`config.mk`:
```
export PLATFORM = sky130hd
export DESIGN_NAME = carfield_domain_clk_div
export DESIGN_NICKNAME = d
export VERILOG_FILES = /design/src/rtl/carfield_domain_clk_div.sv
export SDC_FILE = /design/constraint.sdc
export NUM_CORES = 1
export LEC_CHECK = 0
export ABC_AREA = 1
export CAP_MARGIN = 20
export CORE_AREA = 2 2 65 67
export CTS_CLUSTER_SIZE = 8
export DETAILED_ROUTE_END_ITERATION = 12
export DIE_AREA = 0 0 67 69
export MAX_ROUTING_LAYER = met4
export PLACE_DENSITY_LB_ADDON = 0.25
export SYNTH_ARGS = -nofsm -noshare
export SYNTH_HDL_FRONTEND = slang
export SYNTH_SLANG_ARGS = --single-unit
```
`constraint.sdc`:
```
create_clock -name clk_i -period 1.85 [get_ports clk_i]
set_clock_uncertainty 0.05 [all_clocks]
set_input_delay 0.185 -clock clk_i [delete_from_list [all_inputs] [get_ports clk_i]]
set_output_delay 0.185 -clock clk_i [all_outputs]
set_load 0.01 [all_outputs]
```
`src/rtl/carfield_domain_clk_div.sv`:
```
// carfield_domain_clk_div
// Per-domain clock-enable divider. Emits a one-cycle clk_en_o pulse every
// div_q cycles for the domain clock gate. Runtime divisor updates arrive over
// a valid/ready handshake and are only applied on a period boundary (or while
// the domain is disabled), so the gate never sees a runt or stretched period.

module carfield_domain_clk_div #(
    parameter int unsigned DivWidth   = 8,
    parameter int unsigned DefaultDiv = 1
) (
    input  logic                clk_i,
    input  logic                rst_i,
    input  logic                en_i,
    input  logic                test_mode_i,
    input  logic [DivWidth-1:0] div_i,
    input  logic                div_valid_i,
    output logic                div_ready_o,
    output logic                clk_en_o,
    output logic [DivWidth-1:0] cur_div_o,
    output logic                busy_o
);

    localparam logic [0:0] IDLE    = 1'b0;
    localparam logic [0:0] PENDING = 1'b1;

    localparam logic [DivWidth-1:0] DivOne   = DivWidth'(1);
    localparam logic [DivWidth-1:0] DivReset = DivWidth'(DefaultDiv);

    logic [0:0]          state_q;
    logic [DivWidth-1:0] div_q;
    logic [DivWidth-1:0] cnt_q;
    logic [DivWidth-1:0] pend_q;
    logic                clk_en_q;

    logic                wrap;
    logic                apply;
    logic [DivWidth-1:0] div_req;

    // Period boundary, update-apply condition and the sanitised request (0 -> 1)
    always_comb begin
        wrap    = (cnt_q == (div_q - DivOne));
        apply   = (state_q == PENDING) && (!en_i || wrap);
        div_req = (div_i == '0) ? DivOne : div_i;
    end

    // Period counter: cleared while disabled, on wrap, and when an update lands
    always_ff @(posedge clk_i) begin
        if (rst_i) begin
            cnt_q <= '0;
        end else if (!en_i || wrap || apply) begin
            cnt_q <= '0;
        end else begin
            cnt_q <= cnt_q + DivOne;
        end
    end

    // Registered pulse; on the apply cycle it still reflects the old divisor
    always_ff @(posedge clk_i) begin
        if (rst_i) begin
            clk_en_q <= 1'b0;
        end else begin
            clk_en_q <= en_i & wrap;
        end
    end

    // Update handshake: capture in IDLE, hold in PENDING until a boundary
    always_ff @(posedge clk_i) begin
        if (rst_i) begin
            state_q <= IDLE;
            pend_q  <= '0;
            div_q   <= DivReset;
        end else begin
            case (state_q)
                IDLE: begin
                    if (div_valid_i) begin
                        pend_q  <= div_req;
                        state_q <= PENDING;
                    end
                end
                PENDING: begin
                    if (apply) begin
                        div_q   <= pend_q;
                        state_q <= IDLE;
                    end
                end
                default: begin
                    state_q <= IDLE;
                end
            endcase
        end
    end

    // Outputs: ready/busy depend on FSM state only, test mode bypasses the gate
    always_comb begin
        div_ready_o = (state_q == IDLE);
        busy_o      = (state_q == PENDING);
        clk_en_o    = clk_en_q | test_mode_i;
        cur_div_o   = div_q;
    end

endmodule

```
==> flow_summary.toml <==
[status]
status = "finished, final reports clean"

[sta]
setup_viol = 0
slew_headroom = 0.704
post-route-min-period_ns = 1.70
finalHoldViolCount = 0
slew_violations = 0
layout_worst_path_cycle_share = 0.920
worst_slew_pin_slew_ns = 0.443
max_freq_mhz = 588

[setup_path]
end_kind = "register"
crit_chain = "inv_2, ha_4, inv_2, nand2_1, nand2_1, nand2_1, nor2_1, nand3_1, nor2_2, nand2_4, nand2_4, nand3_1, nand2_1, nor2_1"
critPathBufInv = 2
r2r-end = "cur_div_o[1]"
crit_family = "simple AND/OR/NAND/NOR gates"
worstReg2RegStart = "cur_div_o[1]"
cp_max_fo = 5
arrival_ns = 1.82
crit_type = "reg -> reg"
crit_path_max_incr_delay_ns = 0.34
crit_top_cell = "nand2_1"
cp_data_required_time_ns = 1.97
critPathLaunchType = "register"
cpMaxStageDelayCell = "dfxtp_2"
regToRegSetupSlack_ns = 0.15
reg2reg_depth = 14

[logic_synthesis]
yosys.area.top_type = "dfxtp_1"
syn_inst = 189
yosysWarningCount = 0
synth_seq_area_share = 0.393
synth_top_area_frac = 0.393
synth-seq-cells = 26
synth.distinct_cells = 25
syn-cell-area_sq_um = 1320
syn_nets = 204
yosys-top-cells-area = "dfxtp_1 (39%), nand2_1 (11%), nor2_1 (7.7%), nand3_1 (6.8%), inv_1 (6.2%)"
avgSynthCellArea_sq_um = 7.00

[finish]
final_core_util = 0.453
area_growth_pct = 33.9
diodes = 0
mostFrequentLayoutCells = "nand2_1 (37), nor2_1 (27), dfxtp_1 (23), clkdlybuf4s50_1 (23), inv_1 (20)"
layoutNonFillerInstCount = 269
nets = 235
post_route_cells_drive_above_1_share = 0.146
layout_commonest_cell = "nand2_1"

[clocking]
clock-root-buffer = "clkbuf_8"
ctsHoldBuffers = 0
clkSinkCount = 26
htree_levels = 1
clkTransAtPathRegs_ns = 0.09
cts-buffers-inserted = 3
cts_max_path_buffers = 2
cts_tree = "built"
clk_latency_ns = 0.27

[min_path]
hp-class = "reg -> reg"
whs_endpoint = "pend_q[3]"
hold-path-cell-count = 2
hp-start = "pend_q[3]"

[floorplanning]
dieHeight_um = 69
coreArea_sq_um = 3910
start_util = 0.338
die_area_sq_um = 4620
dieWidth_um = 67
ios = 24
core.rowCount = 23

[drt]
route.detailed.drc = 0
viasPerCell = 4.55
wl_mm = 2.88
num_vias = 1224
drt_iter0_drc = 20
ant_nets = 0
dr.pass1.iters = 4
routedWlPerCell_um = 10.7

[power]
intPower_uw = 1120
pwr-share-comb = 0.305
p_switching_uw = 488
clkPwrFrac = 0.292
ir_worst_vdd_v = 0.000329
seqPwrFrac = 0.403
p_total_uw = 1600
leakagePower_uw = 0.000736
switching_share = 0.304
powerDensity_nw_per_um2 = 904

[grt]
antenna_found_initial = 0
grt_start_max_net_pins = 19
grt_pass1_wl_mm = 4.69
grt_pass1_vias = 1098
grt.overflow.total = 0
groute.usage.overall = 0.131

[place]
gp_congestion = 0.749
io_buffer_count = 23
place_hpwl_mm = 2.13
dp_cells = 262

[run]
cap_violations = 0
-- how the worst max path moves through the flow --
| stage | from | end | slack [ns] | cells past startpoint |
|---|---|---|---|---|
| 6_report | cur_div_o[1] | cur_div_o[1] | 0.15 | 14 |
| 5_1_grt | cur_div_o[1] | cur_div_o[0] | -0.008 | 14 |
| 4_1_cts | cur_div_o[0] | cur_div_o[0] | 0.04 | 14 |
| 3_5_place_dp | cur_div_o[0] | cur_div_o[0] | 0.08 | 14 |
| 3_3_place_gp | cur_div_o[0] | cur_div_o[6] | 0.11 | 14 |
| 2_1_floorplan | cur_div_o[0] | cur_div_o[0] | 0.01 | 15 |
-- worst reg2reg max path: cells and delay by family (launching register included) --
family / cells / cell delay (ns)
fa+ha+maj: 1 / 0.24
buf+inv: 2 / 0.10
flops: 1 / 0.34
simple gates: 11 / 0.87
-- area by class of cell --
type | count | area (sq um)
clock buffer | 3 | 41.3
clock inverter | 1 | 30.0
fill | 435 | 2140
inverter | 23 | 86.3
multi-input combinational | 137 | 753
sequential | 26 | 524
tap | 50 | 62.6
timing repair buffer | 29 | 275
-- cells by family after synthesis --
| kind of cell | count (synthesis) | synth area share |
|---|---|---|
| simple gates | 95 | 0.313 |
| flops | 26 | 0.393 |
| buf+inv | 28 | 0.0917 |
| compound gates | 27 | 0.111 |
| fa+ha+maj | 2 | 0.0189 |
| xor+xnor | 11 | 0.0728 |
-- power by group through the flow --
stage / Sequential, uW / Clock (uW) / Combinational (uW)
floorplan: 659 / 0 / 281
global placement: 656 / 0 / 414
detailed placement: 657 / 0 / 416
CTS: 644 / 481 / 419
global route: 653 / 505 / 545
finish: 646 / 467 / 489
-- synth_stat cells --
master and number:
nand2_1 39, nor2_1 27, dfxtp_1 26, inv_1 22, nand3_1 18, a21oi_1 14, o21ai_0 9, xnor2_1 6
xor2_1 5, a21oi_2 3, nor2_2 3, clkbuf_1 2, ha_1 2, nor4_1 2, buf_2 1, buf_4 1
buf_8 1, inv_2 1, nand2_2 1, nand2_4 1, nand3_2 1, nor3_1 1, o21ai_1 1, or2_1 1
or2_2 1
-- flip-flops by register name, summed over array words and instances (netlist names) --
| register | cells |
|---|---|
| busy_o | 1 |
| pend_q | 8 |
| clk_en_q | 1 |
| cur_div_o | 8 |
| cnt_q | 8 |
-- per-layer routing --
layer  track usage  share of wire  vias to the layer above  routed length [um]
li1              -              -                      659                   -
met1         0.169           0.46                      545                1320
met2         0.204           0.50                       18                1430
met3        0.0294          0.039                        2                 113
met4        0.0408         0.0066                        0                  19
met5             -              0                        -                   0
-- per-stage QoR --
step	setup WS (ns)	hold slack [ns]	cell area, sq um	setup TNS (ns)
after CTS	0.0369	0.410	1690	0
after floorplan	0.0138	0.207	1320	0
after global placement	0.112	0.391	1620	0
after global routing	-0.00783	0.425	1770	-0.00783
after detailed placement	0.0773	0.396	1620	0
final	0.148	0.409	1770	0
-- what timing repair did --
action                     4_1_cts  5_1_grt
setup buffers                    0        1
setup endpoints to repair        0       17
gates resized for setup          0       14
(Power assumes the default switching activity.)
